===== src/rtl/fft_sram_seq.sv =====
// Write/read sequencer in front of the FFT transpose SRAM: row-wise one-hot writes, column-wise one-hot reads.
// Optional macro FFT_SEQ_COLREAD_EN selects transpose (column) read selects; undefined reads rows back in natural order.
package sram_pkg;
    typedef logic signed [15:0] sfp_t;
    typedef logic [6:0]         addr_t_long;
endpackage

module fft_sram_seq #(
    parameter int AddrLWidth = 7,
    parameter int Beats      = 32,
    parameter int RdLatency  = 3
) (
    input  logic                        clk_i,
    input  logic                        rst_ni,
    input  logic                        start_i,
    input  logic                        in_valid_i,
    output logic                        in_ready_o,
    input  sram_pkg::sfp_t [3:0]        in_dr_i,
    input  sram_pkg::sfp_t [3:0]        in_di_i,
    output logic [4:0]                  wen_o,
    output logic [AddrLWidth-1:0]       addr_wr_o,
    output sram_pkg::sfp_t [3:0]        dr_sram_o,
    output sram_pkg::sfp_t [3:0]        di_sram_o,
    output logic [7:0]                  ren_o,
    output logic [AddrLWidth-1:0]       addr_rd_o,
    input  sram_pkg::sfp_t [3:0]        dr_sram_i,
    input  sram_pkg::sfp_t [3:0]        di_sram_i,
    output logic                        out_valid_o,
    output sram_pkg::sfp_t [3:0]        out_dr_o,
    output sram_pkg::sfp_t [3:0]        out_di_o,
    output logic                        busy_o,
    output logic                        done_o
);

    localparam int BW = (Beats > 1) ? $clog2(Beats) : 1;
    localparam int DW = $clog2(RdLatency + 1);

`ifdef FFT_SEQ_COLREAD_EN
    localparam logic [7:0] REN_BASE = 8'h10;
`else
    localparam logic [7:0] REN_BASE = 8'h01;
`endif

    typedef enum logic [2:0] {
        ST_IDLE, ST_WRITE, ST_GAP, ST_READ, ST_DRAIN, ST_DONE
    } state_t;

    state_t r_state, w_state_nxt;

    logic [BW-1:0]          r_beat;
    logic [1:0]             r_row;
    logic [1:0]             r_col;
    logic [DW-1:0]          r_drn;
    logic [4:0]             r_wen;
    logic [AddrLWidth-1:0]  r_addr_wr;
    sram_pkg::sfp_t [3:0]   r_dr;
    sram_pkg::sfp_t [3:0]   r_di;
    logic [7:0]             r_ren;
    logic [AddrLWidth-1:0]  r_addr_rd;
    logic                   r_issued;
    logic [RdLatency-1:0]   r_vld;
    logic                   r_done;

    logic w_accept, w_beat_last, w_drn_last;

    assign w_accept    = (r_state == ST_WRITE) && in_valid_i;
    assign w_beat_last = (r_beat == BW'(Beats - 1));
    assign w_drn_last  = (r_drn == DW'(RdLatency - 1));

    always_ff @(posedge clk_i or negedge rst_ni) begin
        if (!rst_ni) r_state <= ST_IDLE;
        else         r_state <= w_state_nxt;
    end

    always_comb begin
        w_state_nxt = r_state;
        case (r_state)
            ST_IDLE:  if (start_i) w_state_nxt = ST_WRITE;
            ST_WRITE: if (w_accept && w_beat_last && (r_row == 2'd3)) w_state_nxt = ST_GAP;
            ST_GAP:   w_state_nxt = ST_READ;
            ST_READ:  if (w_beat_last) w_state_nxt = ST_DRAIN;
            ST_DRAIN: if (w_drn_last) w_state_nxt = (r_col == 2'd3) ? ST_DONE : ST_READ;
            ST_DONE:  w_state_nxt = ST_IDLE;
            default:  w_state_nxt = ST_IDLE;
        endcase
    end

    // Registered SRAM control: everything visible one cycle after the state that produced it.
    always_ff @(posedge clk_i or negedge rst_ni) begin
        if (!rst_ni) begin
            r_beat    <= '0;
            r_row     <= '0;
            r_col     <= '0;
            r_drn     <= '0;
            r_wen     <= '0;
            r_addr_wr <= '0;
            r_dr      <= '0;
            r_di      <= '0;
            r_ren     <= '0;
            r_addr_rd <= '0;
            r_issued  <= 1'b0;
            r_vld     <= '0;
            r_done    <= 1'b0;
        end else begin
            r_wen    <= '0;
            r_issued <= 1'b0;
            r_done   <= (r_state == ST_DONE);
            r_vld[0] <= r_issued;
            for (int i = 1; i < RdLatency; i++) r_vld[i] <= r_vld[i-1];
            case (r_state)
                ST_IDLE: begin
                    r_beat <= '0;
                    r_row  <= '0;
                    r_col  <= '0;
                    r_drn  <= '0;
                end
                ST_WRITE: begin
                    if (w_accept) begin
                        r_wen     <= 5'b00001 << r_row;
                        r_addr_wr <= AddrLWidth'(r_beat);
                        r_dr      <= in_dr_i;
                        r_di      <= in_di_i;
                        if (w_beat_last) begin
                            r_beat <= '0;
                            r_row  <= r_row + 2'd1;
                        end else begin
                            r_beat <= r_beat + BW'(1);
                        end
                    end
                end
                ST_READ: begin
                    r_ren     <= REN_BASE << r_col;
                    r_addr_rd <= AddrLWidth'(r_beat);
                    r_issued  <= 1'b1;
                    if (w_beat_last) begin
                        r_beat <= '0;
                        r_drn  <= '0;
                    end else begin
                        r_beat <= r_beat + BW'(1);
                    end
                end
                ST_DRAIN: begin
                    // ren/addr stay put so data still in flight is attributed to this column.
                    if (w_drn_last) begin
                        r_drn <= '0;
                        r_col <= r_col + 2'd1;
                    end else begin
                        r_drn <= r_drn + DW'(1);
                    end
                end
                ST_DONE: begin
                    r_ren     <= '0;
                    r_addr_rd <= '0;
                end
                default: ;
            endcase
        end
    end

    assign in_ready_o  = (r_state == ST_WRITE);
    assign busy_o      = (r_state != ST_IDLE);
    assign done_o      = r_done;
    assign wen_o       = r_wen;
    assign addr_wr_o   = r_addr_wr;
    assign dr_sram_o   = r_dr;
    assign di_sram_o   = r_di;
    assign ren_o       = r_ren;
    assign addr_rd_o   = r_addr_rd;
    assign out_valid_o = r_vld[RdLatency-1];
    assign out_dr_o    = dr_sram_i;
    assign out_di_o    = di_sram_i;

endmodule

===== config.mk =====
export PLATFORM = sky130hd
export DESIGN_NAME = fft_sram_seq
export DESIGN_NICKNAME = d
export VERILOG_FILES = /design/src/rtl/fft_sram_seq.sv
export SDC_FILE = /design/constraint.sdc
export NUM_CORES = 1
export LEC_CHECK = 0
export CAP_MARGIN = 5
export CORE_AREA = 2 2 212 214
export CTS_CLUSTER_SIZE = 14
export DETAILED_ROUTE_END_ITERATION = 7
export DIE_AREA = 0 0 214 216
export GPL_TIMING_DRIVEN = 0
export PLACE_DENSITY_LB_ADDON = 0.3
export SYNTH_ARGS = -nofsm -noshare
export SYNTH_HDL_FRONTEND = slang
export SYNTH_SLANG_ARGS = --single-unit

===== constraint.sdc =====
create_clock -name clk_i -period 2.2 [get_ports clk_i]
set_input_delay 0.66 -clock clk_i [delete_from_list [all_inputs] [get_ports clk_i]]
set_output_delay 0.66 -clock clk_i [all_outputs]
set_load 0.1 [all_outputs]

==> summary.txt <==
Outcome
  – Outcome: completed

Worst setup path
  – CP required: around 1.5 ns
  – Worst-path cell chain: nor3b_4, buf_12
  – Worst setup EP type: output pin
  – Setup CP Type: reg -> out
  – Reg2reg start: r_beat[0]
  – CP max-delay cell: dfrtp_2
  – CP peak stage delay: 0.46 ns
  – Crit-path max FO: 6
  – WP data arrival: around 1.5 ns
  – R2R setup slack: between 0.1 and 0.15 ns
  – Worst Setup SP: r_state[2]
  – Crit path launch type: flip-flop

Drt
  – Vias: approximately 5,600
  – DRC: 0
  – DRC violation total after the first TritonRoute iteration: between 150 and 200
  – Average routed wire per standard cell: about 15 um
  – Wirelength, routed: between 20 and 25 mm
  – Vias per std cell: roughly 3.5
  – Drt first pass iters: 4
  – Post-DRT Antenna Nets: 0

Cells and area
  – Layout cells sized above 1: between 50% and 60%
  – # nets final: ~1,300
  – Antenna cells: 0
  – Finished Core Util: 30.5%
  – Syn-to-layout area delta: 78.8%
  – Fill count: approximately 4,500

Timing
  – Fmax: 470 MHz
  – Transition time of the tightest slew-check pin: 0.659 ns
  – Final Hold Fails: 0
  – Period Utilization, post-route: a little over nine tenths
  – Final Max Tran Viols: 0
  – RSZ-0062 raised after global routing: false
  – Final setup violation count: 0
  – Rel. slew slack: 55.9%
  – Fin crit period: 2.13 ns
  – Skew final: ~0.013 ns

Hold path
  – Min-Delay Path Class: in -> async

Clock tree
  – Root Driver: clkbuf_16
  – CTS tree: done
  – CTS max path bufs: 2
  – CTS H-tree depth: 4
  – TritonCTS Buffers: 17
  – CTS Sinks: around 170
  – Clk Latency, worst-skew pair: roughly 0.46 ns
  – Clock Pin Slew Worst Setup and Hold Paths: 0.07 ns

Synth
  – Post-synth cell types: 35
  – Post-synthesis cell count: about 550
  – Post-Syn Area: about 7500 sq um
  – Synthesized flop and latch total: 165
  – Ys Warns: 0
  – Sequential area share after synthesis: between 50% and 60%
  – Syn_area_per_cell: approximately 14 sq um

Die
  – Total Die Area: 46,200 sq um
  – Core box area: around 44,000 sq um
  – FP Rows: 77
  – Starting density of the core: between 10% and 20%
  – Die W: about 210 um
  – Die H: about 220 um
  – Ports: 547

Place
  – Port bufs: between 400 and 500
  – Gpl congestion: 0.761
  – Detailed Place HPWL: approximately 18 mm

Global route
  – First-pass GRT wire length: roughly 36 mm
  – Met1 usage: roughly 12%
  – GRT Total Usage: around 10%
  – GR Util met2: about 16%
  – Met3 Usage GRT: under 10%
  – Largest net degree at the start of global routing: 90
  – Initial antenna violation count: 0
  – Vias in the first global route: 5,949
  – Busiest grt layer: met2
  – GR Overflow Total: 0

Job
  – Max cap viols: 0
==> layout by cell type, fill, tap and decap left out, types with 3 or more instances in the layout <==
| cell | n |
|---|---|
| ha_1 | 10 |
| inv_6 | 4 |
| buf_4 | 147 |
| and3_1 | 6 |
| clkdlybuf4s50_1 | 129 |
| a22o_1 | 10 |
| nor2_1 | 7 |
| mux2_1 | 47 |
| nand3_1 | 7 |
| a22oi_1 | 4 |
| mux2_2 | 86 |
| conb_1 | 9 |
| clkbuf_16 | 17 |
| clkinv_2 | 3 |
| dfrtp_1 | 162 |
| inv_1 | 6 |
| dfrtp_2 | 3 |
| nand2b_1 | 4 |
| nand2_1 | 8 |
| a21oi_1 | 3 |
| clkdlybuf4s15_2 | 276 |
| o21ai_0 | 12 |
| buf_6 | 7 |
==> stage by stage <==
stage | setup TNS, ns | worst slack [ns] | hold WS (ns) | instances | instance area (sq um)
2_1_floorplan | -25.89 | -0.253 | 0.331 | 561 | 7510
3_3_place_gp | -1253.25 | -7.13 | 0.341 | 1562 | 12300
3_5_place_dp | -83.63 | -0.463 | 0.341 | 1563 | 12400
4_1_cts | -0.146 | -0.0651 | 0.174 | 1595 | 13300
5_1_grt | 0 | 0.00501 | 0.216 | 1597 | 13400
6_report | 0 | 0.0725 | 0.168 | 1597 | 13400
==> cells by family after synthesis <==
family | count (synthesis) | share of synthesized area, %
multiplexers | 135 | 20.3
AO/OA/AOI/OAI | 36 | 3.25
other | 1 | 0.0502
adder cells (fa/ha/maj) | 10 | 1.67
flip-flops | 165 | 55.2
buffers and inverters | 162 | 16.2
AND/OR/NAND/NOR | 42 | 3.06
XOR/XNOR | 2 | 0.234
==> metal layers <==
metal / routed length (um) / vias up / share of wire, %
met3: 1670 / 27 / 7.0
met4: 402 / 0 / 1.7
met1: 10200 / 2696 / 43
met5: 0 / - / 0
li1: - / 2618 / -
met2: 11600 / 240 / 49
==> final cells by class <==
class,instances,area [sq um],area share [%]
well taps,592,741,5.54
clock buffers,19,453,3.39
multi-input cells,234,2180,16.3
clock inverters,13,145,1.09
inverters,6,22.5,0.169
repair buffers,412,4500,33.7
plain buffers,156,1190,8.90
flip-flops and latches,165,4130,30.9
==> timing repair <==
| item | 4_1_cts | 5_1_grt |
|---|---|---|
| buffers inserted | 0 | 2 |
| endpoints found under the hold margin | 0 | 0 |
| setup endpoints to repair | 279 | 24 |
| hold buffers | 0 | 0 |
| resized for setup | 841 | 9 |
| pin swaps | 0 | 1 |
==> synthesized netlist by cell type, drive strengths merged <==
cell type  instances  area, sq um
a211o              1         8.76
nor2b              2         12.5
o22ai              1         6.26
mux2             134         1510
a211oi             1         7.51
mux2i              1         10.0
or2                1         6.26
a22o              10         87.6
conb               1         3.75
ha                10          125
nand2b             4         25.0
a22oi              4         30.0
nor2               8         30.0
xor2               1         8.76
and2               1         6.26
inv                6         22.5
nand2              8         30.0
and3               6         37.5
dfrtp            165         4130
nor3               1         5.00
nand3              7         35.0
clkbuf             2         7.51
a21oi              3         15.0
buf              154         1180
a32oi              1         8.76
o21ai             14         70.1
nand3b             1         7.51
xnor2              1         8.76
a31o               1         8.76
nor3b              3         33.8
==> registers in the layout, indices dropped and copies added, names as in the netlist <==
signal	cells
dr_sram_o	64
di_sram_o	64
r_state	3
r_row	2
done_o	1
ren_o	4
wen_o	4
addr_rd_o	5
r_vld	3
r_beat	5
addr_wr_o	5
r_drn	2
r_issued	1
r_col	2
==> final timing paths <==
path | depth (start not counted) | to
max in group asynchronous | 2 | dr_sram_o[13]
hold reg to reg | 0 | r_vld[1]
setup reg to reg | 7 | r_state[0]
min in group clk_i | 0 | r_vld[1]
setup / recovery | 2 | in_ready_o
hold / removal | 1 | di_sram_o[36]
==> critical path: cells and delay by family, from the launching register on <==
kind	cells	cell delay, ns
flops	1	0.46
simple gates	1	0.33
buf+inv	1	0.22
Power is not shown: default switching activity piles up to over one toggle a cycle in this logic, so the estimate is an artifact.
